$ cat src/rtl/fetch_pkg.sv
// rtl/fetch_pkg.sv - shared types and opcode constants for the fetch stage
package fetch_pkg;

   typedef enum logic [1:0] {
      IDLE   = 2'd0,
      RUN    = 2'd1,
      DRAIN  = 2'd2,
      HALTED = 2'd3
   } fetch_state_t;

   localparam logic [5:0]  OP_CLOSE  = 6'b110001;
   localparam logic [5:0]  OP_START  = 6'b110010;
   localparam int          OP_MSB    = 31;
   localparam int          OP_LSB    = 26;
   localparam logic [31:0] NOP_INSTR = '0;

endpackage

$ cat src/rtl/fetch_unit_if_id_reg.sv
// rtl/fetch_unit_if_id_reg.sv - IF/ID pipeline register; flush beats hold beats load
import fetch_pkg::*;

module if_id_reg #(
   parameter int ADDR_W  = 32,
   parameter int INSTR_W = 32
) (
   input  logic               clk,
   input  logic               rst_n,
   input  logic               load_i,
   input  logic               flush_i,
   input  logic               hold_i,
   input  logic [INSTR_W-1:0] instr_i,
   input  logic [ADDR_W-1:0]  pc_plus4_i,
   output logic [INSTR_W-1:0] instr_o,
   output logic [ADDR_W-1:0]  pc_plus4_o,
   output logic               valid_o
);

   logic [INSTR_W-1:0] instr_q;
   logic [ADDR_W-1:0]  pc_plus4_q;
   logic               valid_q;

   always_ff @(posedge clk) begin
      if (!rst_n || flush_i) begin
         instr_q    <= INSTR_W'(NOP_INSTR);
         pc_plus4_q <= '0;
         valid_q    <= 1'b0;
      end else if (!hold_i && load_i) begin
         instr_q    <= instr_i;
         pc_plus4_q <= pc_plus4_i;
         valid_q    <= 1'b1;
      end
   end

   assign instr_o    = instr_q;
   assign pc_plus4_o = pc_plus4_q;
   assign valid_o    = valid_q;

endmodule

$ cat src/rtl/fetch_unit.sv
// rtl/fetch_unit.sv - instruction fetch: PC, run-control FSM, IF/ID register
import fetch_pkg::*;

module fetch_unit #(
   parameter int                ADDR_W       = 32,
   parameter int                INSTR_W      = 32,
   parameter logic [ADDR_W-1:0] RESET_PC     = '0,
   parameter int                DRAIN_CYCLES = 4
) (
   input  logic               clk,
   input  logic               rst_n,
   input  logic               start_i,
   input  logic               stall_i,
   input  logic               redirect_i,
   input  logic [ADDR_W-1:0]  redirect_pc_i,
   output logic [ADDR_W-1:0]  imem_addr_o,
   input  logic [INSTR_W-1:0] imem_data_i,
   output logic [INSTR_W-1:0] instr_d_o,
   output logic [ADDR_W-1:0]  pc_plus4_d_o,
   output logic               valid_d_o,
   output logic               running_o,
   output logic               done_o
);

   localparam int CNT_W = $clog2(DRAIN_CYCLES + 1);

   fetch_state_t      state_q, state_d;
   logic [ADDR_W-1:0] pc_q, pc_d;
   logic [CNT_W-1:0]  cnt_q, cnt_d;
   logic              running_q, done_q;
   logic              load, flush, hold;
   logic              is_close;
   logic [ADDR_W-1:0] pc_plus4;

   assign pc_plus4 = pc_q + ADDR_W'(4);
   assign is_close = (imem_data_i[OP_MSB:OP_LSB] == OP_CLOSE);

   // IF/ID defaults to bubble; only a live RUN/DRAIN cycle loads or holds it
   always_comb begin
      state_d = state_q;
      pc_d    = pc_q;
      cnt_d   = cnt_q;
      flush   = 1'b1;
      hold    = 1'b0;
      load    = 1'b0;
      case (state_q)
         IDLE: begin
            if (start_i) state_d = RUN;
         end
         RUN: begin
            if (redirect_i) begin
               pc_d = redirect_pc_i;
            end else if (stall_i) begin
               flush = 1'b0;
               hold  = 1'b1;
            end else begin
               flush = 1'b0;
               load  = 1'b1;
               if (is_close) begin
                  state_d = DRAIN;
                  cnt_d   = CNT_W'(DRAIN_CYCLES - 1);
               end else begin
                  pc_d = pc_plus4;
               end
            end
         end
         DRAIN: begin
            // an older branch resolving now means the close was wrong-path
            if (redirect_i) begin
               pc_d    = redirect_pc_i;
               state_d = RUN;
            end else if (stall_i) begin
               flush = 1'b0;
               hold  = 1'b1;
            end else if (cnt_q == '0) begin
               state_d = HALTED;
            end else begin
               cnt_d = cnt_q - CNT_W'(1);
            end
         end
         HALTED: begin
         end
         default: state_d = IDLE;
      endcase
   end

   always_ff @(posedge clk) begin
      if (!rst_n) begin
         state_q   <= IDLE;
         pc_q      <= RESET_PC;
         cnt_q     <= '0;
         running_q <= 1'b0;
         done_q    <= 1'b0;
      end else begin
         state_q   <= state_d;
         pc_q      <= pc_d;
         cnt_q     <= cnt_d;
         running_q <= (state_d == RUN) || (state_d == DRAIN);
         done_q    <= (state_d == HALTED);
      end
   end

   if_id_reg #(
      .ADDR_W  (ADDR_W),
      .INSTR_W (INSTR_W)
   ) u_if_id (
      .clk        (clk),
      .rst_n      (rst_n),
      .load_i     (load),
      .flush_i    (flush),
      .hold_i     (hold),
      .instr_i    (imem_data_i),
      .pc_plus4_i (pc_plus4),
      .instr_o    (instr_d_o),
      .pc_plus4_o (pc_plus4_d_o),
      .valid_o    (valid_d_o)
   );

   assign imem_addr_o = pc_q;
   assign running_o   = running_q;
   assign done_o      = done_q;

endmodule
$ cat config.mk
export PLATFORM = sky130hd
export DESIGN_NAME = fetch_unit
export DESIGN_NICKNAME = d
export VERILOG_FILES = /design/src/rtl/fetch_pkg.sv /design/src/rtl/fetch_unit_if_id_reg.sv /design/src/rtl/fetch_unit.sv
export SDC_FILE = /design/constraint.sdc
export NUM_CORES = 1
export LEC_CHECK = 0
export ABC_AREA = 1
export CELL_PAD_IN_SITES_DETAIL_PLACEMENT = 1
export CELL_PAD_IN_SITES_GLOBAL_PLACEMENT = 1
export CORE_ASPECT_RATIO = 1.2
export CORE_MARGIN = 2
export CORE_UTILIZATION = 32
export CTS_CLUSTER_SIZE = 25
export DETAILED_ROUTE_END_ITERATION = 8
export GPL_ROUTABILITY_DRIVEN = 0
export PLACE_DENSITY_LB_ADDON = 0.15
export SLEW_MARGIN = 15
export SYNTH_ARGS = -nofsm -noshare
export SYNTH_HDL_FRONTEND = slang
export SYNTH_SLANG_ARGS = --single-unit
$ cat constraint.sdc
create_clock -name clk -period 2.2 [get_ports clk]
set_input_delay 0.66 -clock clk [delete_from_list [all_inputs] [get_ports clk]]
set_output_delay 0.66 -clock clk [all_outputs]
set_load 0.1 [all_outputs]
### Word-level counts from Yosys, hierarchy flattened

Index checks and enable logic that the tools add are counted.

* add/subtract/negate cells: 2
* equal/unequal tests: 15
* mux-type cells: 29
* reductions and logical operators: 11

Operators by type and width (number)
* $mux W32: 4
* $pmux W32 S2: 1
* $add A32 B3 Y32 const B: 1
* $mux W3: 6
* $mux W2: 7
* $ne A2 B2 Y1 const B: 7
* $mux W1: 8
* $reduce_and A7 Y1: 1
* $eq A2 B2 Y1 const B: 3
* $eq A6 B6 Y1 const B: 1
* $ne A3 B3 Y1 const B: 2
* $pmux W2 S3: 1
* $pmux W3 S2: 1
* $eq A2 B1 Y1 const B: 2
* $reduce_and A4 Y1: 1
* $logic_not A3 Y1: 1
* $sub A3 B1 Y3 const B: 1
* $logic_not A1 Y1: 2
* $logic_not A2 Y1: 1
* $logic_or A1 B1 Y1: 2
* $pmux W1 S2: 1
* $reduce_bool A2 Y1: 1
* $reduce_or A2 Y1: 1
* $logic_and A1 B1 Y1: 1

* register bits: 104
* input port bits: 69
* output and inout port bits: 99
* word-level logic and storage cells: 65

### Logic depth before layout (Yosys ltp)

Gate-level depths: netlist of the first run.

* depth in word-level cells: 7
* mapped depth: 13
* depth with buffers taken out: 13

### Hierarchy

A second synthesis of the first run with hierarchy kept.

* cell total of the unflattened synthesis: 903
* area total of the unflattened synthesis: 5629.1 sq um

Modules (own cells, without submodules)
* fetch_unit: times used 1, cells an instance 483, area an instance 2860.2 sq um, sequential area each 780.7 sq um
* if_id_reg: times used 1, cells an instance 420, area an instance 2768.9 sq um, sequential area each 1301.2 sq um

### Least setup slack after synthesis of the first run

OpenSTA, ideal clock, no wires.

* path type: flip-flop to flip-flop
* from: register pc_q[2], in the netlist imem_addr_o[2]
* to: register u_if_id.pc_plus4_q[16], in the netlist u_if_id.pc_plus4_o[16]
* library setup time: 115 ps
* arrival time: 2167 ps
* data required time: 2085 ps
* setup slack: -82 ps
* stages on the path, launching flop included: 8
* path buffers: 0
* clock period less this slack: 2282 ps
* path through: dfxtp_1 > ha_1 > nand3_1 > nor2_2 > nand3_1 > xor2_1 > o21ai_0 > inv_1

* cells in the longest elaborated chain, start to end: 1

Ends and longest elaborated chain
* from (decl): line fetch_unit.sv:28 `logic [ADDR_W-1:0] pc_q, pc_d;`
* from (signal assigned): line fetch_unit.sv:96 `pc_q <= pc_d;`
* $add A32 B3 Y32: line fetch_unit.sv:35 `assign pc_plus4 = pc_q + ADDR_W'(4);`
* to (signal assigned): line fetch_unit_if_id_reg.sv:31 `pc_plus4_q <= pc_plus4_i;`
* to (decl): line fetch_unit_if_id_reg.sv:21 `logic [ADDR_W-1:0] pc_plus4_q;`

Every way passes these cells.
A chain may end at the register's enable or synchronous reset.

### Worst setup path in the final report of the first run

* from: input imem_data_i[26]
* to: register running_q, in the netlist running_o

* cells in the longest elaborated chain, start to end: 7
* elaborated cells on any way between the ends: 8
* classes of those cells: eq/ne: 3; mux: 4; reduce/logical: 1

Ends and longest elaborated chain
* from (decl): line fetch_unit.sv:17 `input logic [INSTR_W-1:0] imem_data_i,`
* $eq A6 B6 Y1 *: line fetch_unit.sv:36 `assign is_close = (imem_data_i[OP_MSB:OP_LSB] == OP_CLOSE);`
* $mux W2 *: line fetch_unit.sv:59 `if (is_close) begin`
* $mux W2 *: line fetch_unit.sv:53 `end else if (stall_i) begin`
* $mux W2 *: line fetch_unit.sv:51 `if (redirect_i) begin`
* $pmux W2 S3 *: line fetch_unit.sv:46 `case (state_q)`
* named net state_d[0]: line fetch_unit.sv:27 `fetch_state_t state_q, state_d;`
* $eq A2 B1 Y1 or $eq A2 B2 Y1 (tied branches): line fetch_unit.sv:98 `running_q <= (state_d == RUN) || (state_d == DRAIN);`
* $logic_or A1 B1 Y1 *: line fetch_unit.sv:98
* to (signal assigned): line fetch_unit.sv:98
* to (decl): line fetch_unit.sv:30 `logic running_q, done_q;`

The timed path passes the listed nets; every way through them passes the cells marked *.

==> results of run 1 <==
[power by group]
part / internal [mW] / total [mW] / switching (mW)
combinational: 0.491 / 1.32 / 0.828
sequential: 1.95 / 2.06 / 0.113
clock: 0.920 / 1.70 / 0.781
[worst reg2reg max path, cell delays in order (launching register included)]
cell and delay [ns]:
dfxtp_2 0.36, inv_1 0.10, ha_1 0.38, inv_2 0.10, nor2_1 0.18, inv_1 0.09, o22ai_1 0.17, nand2_1 0.09
nand2_1 0.08, ha_1 0.22, nand2_1 0.08, inv_1 0.04
[cells in the mapped netlist]
cell / n / area, um2
nand3b_1: 2 / 15.0
inv_1: 111 / 417
a21oi_2: 2 / 17.5
buf_6: 7 / 78.8
a21oi_1: 51 / 255
xor2_1: 12 / 105
buf_4: 8 / 60.1
dfxtp_1: 104 / 2080
o21ai_0: 48 / 240
nor2_2: 6 / 37.5
nor2_4: 5 / 56.3
nand2_2: 3 / 18.8
o2111ai_1: 1 / 8.76
nand2_1: 282 / 1060
clkbuf_1: 14 / 52.6
o21ai_1: 20 / 100
o211ai_1: 1 / 7.51
nand3_1: 23 / 115
inv_2: 5 / 18.8
a211oi_1: 1 / 7.51
o21ai_2: 2 / 17.5
nor3_1: 1 / 5.00
nand4_1: 1 / 6.26
o22ai_1: 1 / 6.26
nor2_1: 114 / 428
ha_1: 8 / 100
xnor2_1: 3 / 26.3
a21o_1: 1 / 7.51
nor3_2: 1 / 10.0
buf_2: 9 / 45.0
[area by class of cell]
| type | count | area (um2) |
|---|---|---|
| repair buffers | 197 | 2290 |
| well taps | 216 | 270 |
| flip-flops and latches | 104 | 2090 |
| clock buffers | 10 | 239 |
| multi-input cells | 589 | 2650 |
| clock inverters | 6 | 65.1 |
| fillers | 2141 | 8680 |
| inverters | 116 | 435 |
[metrics by stage]
stage | worst slack [ns] | hold slack, ns | power, mW | area, um2
after detailed placement | -0.217 | 0.464 | 3.44 | 7730
final | 0.214 | 0.477 | 5.08 | 8040
after floorplan | 0.0854 | 0.439 | 2.86 | 5410
after CTS | 0.167 | 0.476 | 5.16 | 8030
after global routing | 0.0242 | 0.530 | 5.32 | 8040
after global placement | -0.186 | 0.461 | 3.43 | 7730
[worst max path at each step]
stage	from	slack, ns	endpoint
after floorplan	imem_addr_o[9]$_SDFFE_PN0P_	0.09	u_if_id.pc_plus4_o[21]$_SDFFE_PP0P_
after global placement	redirect_i	-0.19	running_o$_SDFF_PN0_
after detailed placement	redirect_i	-0.22	running_o$_SDFF_PN0_
after CTS	redirect_i	0.17	running_o$_SDFF_PN0_
after global routing	imem_data_i[26]	0.02	running_o$_SDFF_PN0_
final	imem_data_i[26]	0.21	running_o$_SDFF_PN0_
[routing by layer]
metal,part of all wire [%],vias to the layer above
met5,0,-
met4,1.2,0
met3,5.0,16
met2,51,133
met1,43,2661
li1,-,2913
[sequential cells by signal, summed over array words and instances (netlist names), named ones only]
name,count
imem_addr_o,32
u_if_id.instr_o,32
u_if_id.pc_plus4_o,32
cnt_q,3
done_o,1
running_o,1
state_q,1
u_if_id.valid_o,1
[cells by family after synthesis]
kind of cell / count (synthesis) / share of synthesized area, %
compound gates: 128 / 12.4
xor+xnor: 15 / 2.43
fa+ha+maj: 8 / 1.85
buf+inv: 154 / 12.4
flops: 104 / 38.5
simple gates: 438 / 32.4
[timing repair]
action	CTS	global route
endpoints found under the setup margin	0	6
hold buffers	0	0
resized for setup	0	2
[cells in the final DEF, fill, tap and decap left out, types with 2 or more instances in the layout]
master and n:
a21oi_1 51, a21oi_2 2, buf_12 51, buf_4 78, clkbuf_16 9, clkdlybuf4s50_1 67
clkinv_2 2, dfxtp_1 101, dfxtp_2 3, ha_1 8, inv_1 111, inv_2 5
inv_6 2, nand2_1 281, nand2_2 4, nand3_1 23, nand3b_1 2, nor2_1 114
nor2_2 6, nor2_4 5, o21ai_0 48, o21ai_1 20, o21ai_2 2, xnor2_1 3
xor2_1 12
==> impl_metrics.py, run 1 <==
metrics = {
    "layout": {
        "instances_no_fill": 1238,
        "area_growth_pct": 48.7,
        "postLayoutCoreUtil_pct": 48.1,
        "drive_above_1_share_pct": 16.9,
        "fin_nets": 1094,
        "diodes": 0,
    },
    "power_and_ir_drop": {
        "peakVddDrop_v": 0.000383,
        "p_leak_nw": 3.87,
        "powerDensity_nw_per_um2": 632,
    },
    "worst_setup_path": {
        "cp.arrival_ns": 2.25,
        "reg2reg_depth": 11,
        "cp_num_buf_inv": 4,
        "r2r_end": "running_o$_SDFF_PN0_",
        "critical_path.startpoint_type": "input port",
        "crit_path_end_kind": "register",
        "slowest_delay_ns": 0.48,
        "critical_path.max_fanout": 2,
        "crit_path_top_delay_cell": "clkdlybuf4s50_1",
        "crit_chain": "clkdlybuf4s50_1 > inv_1 > nor2_1 > nand4_1 > nand3_1 > nand3_1 > o21ai_0 > inv_1 > ha_1 > nand2_1 > inv_1",
        "crit_top_cell": "inv_1",
        "rrSetupSlack_ns": 0.22,
        "crit_type": "input port to register",
        "timing.rr.start": "state_q[0]$_SDFF_PN0_",
        "cp_top_family": "buffers and inverters",
        "path_depth": 11,
        "cp.required_ns": 2.46,
    },
    "yosys": {
        "synth_fp_nets": 924,
        "ys_seq_area_share_pct": 38.5,
        "synth_cell_types": 30,
        "synth_area_per_cell_um2": 6.38,
        "yosys_register_bits": 104,
        "syn_area_um2": 5400,
        "synth_warnings": 0,
        "netlist_instances": 847,
    },
    "clock_tree": {
        "clockBufferDepth": 2,
        "cts_sinks": 104,
        "htreeDepth": 3,
        "cts-root-buf": "clkbuf_16",
        "cts_setup_buffers": 0,
        "clk_latency_ns": 0.36,
        "numCtsBuffers": 9,
        "cts_tree": "yes",
        "clkTransAtPathRegs_ns": 0.08,
    },
    "placement": {
        "io_buffers": 167,
        "dpl.hpwl_um": 14200,
        "place_inst": 1222,
    },
    "timing": {
        "hold_viol": 0,
        "worstMarginPinSlew_ns": 0.367,
        "slew_headroom_pct": 75.5,
        "rsz0062_at_grt": "no",
        "max_freq_mhz": 504,
        "period_minus_slack_ns": 1.99,
        "maxSlewViolCount": 0,
        "fin_skew_ns": 0.00792,
        "final.period_utilization_pct": 90.3,
        "finalSetupTns_ns": 0,
        "setup_viol": 0,
    },
    "drt": {
        "drc_errors": 0,
        "vias_per_cell": 4.62,
        "wire_per_inst_um": 15.0,
        "ant_nets": 0,
        "postRouteWirelength_um": 18600,
        "vias": 5723,
        "drtIter0Drc": 232,
        "first_pass_iters": 4,
    },
    "global_route": {
        "use_met2_pct": 37.8,
        "grt_pass1_vias": 5876,
        "grt_max_degree": 40,
        "gr-usage-all-layers_pct": 21.4,
        "grt_overflow": 0,
        "grt_pass1_wl_um": 30100,
        "globalRouteMet3Util_pct": 4.49,
        "grt_most_used_layer": "met2",
        "grtUsageMet1_pct": 25.8,
        "antenna_found_initial": 0,
    },
    "min_path": {
        "holdPathStages": 2,
        "worstHoldStart": "u_if_id.pc_plus4_o[4]$_SDFFE_PP0P_",
        "whs_endpoint": "u_if_id.pc_plus4_o[4]$_SDFFE_PP0P_",
        "hp-class": "register to register",
    },
    "flow_run": {
        "max-cap-violations": 0,
    },
    "floorplanning": {
        "die_w_um": 123,
        "rows": 52,
        "die_y_um": 146,
        "dieArea_um2": 17900,
        "coreArea_um2": 16700,
        "start_util_pct": 32.3,
        "ioPinCount": 168,
    },
    "outcome": {
        "status": "complete, no violations",
    },
}
No activity file was read; power rests on OpenSTA's default activity.
==> run 2: changes to the inputs <==
- CAP_MARGIN: default -> 20
==> results of run 2 <==
The final DEF is identical to that of run 1; final timing and power are the same.
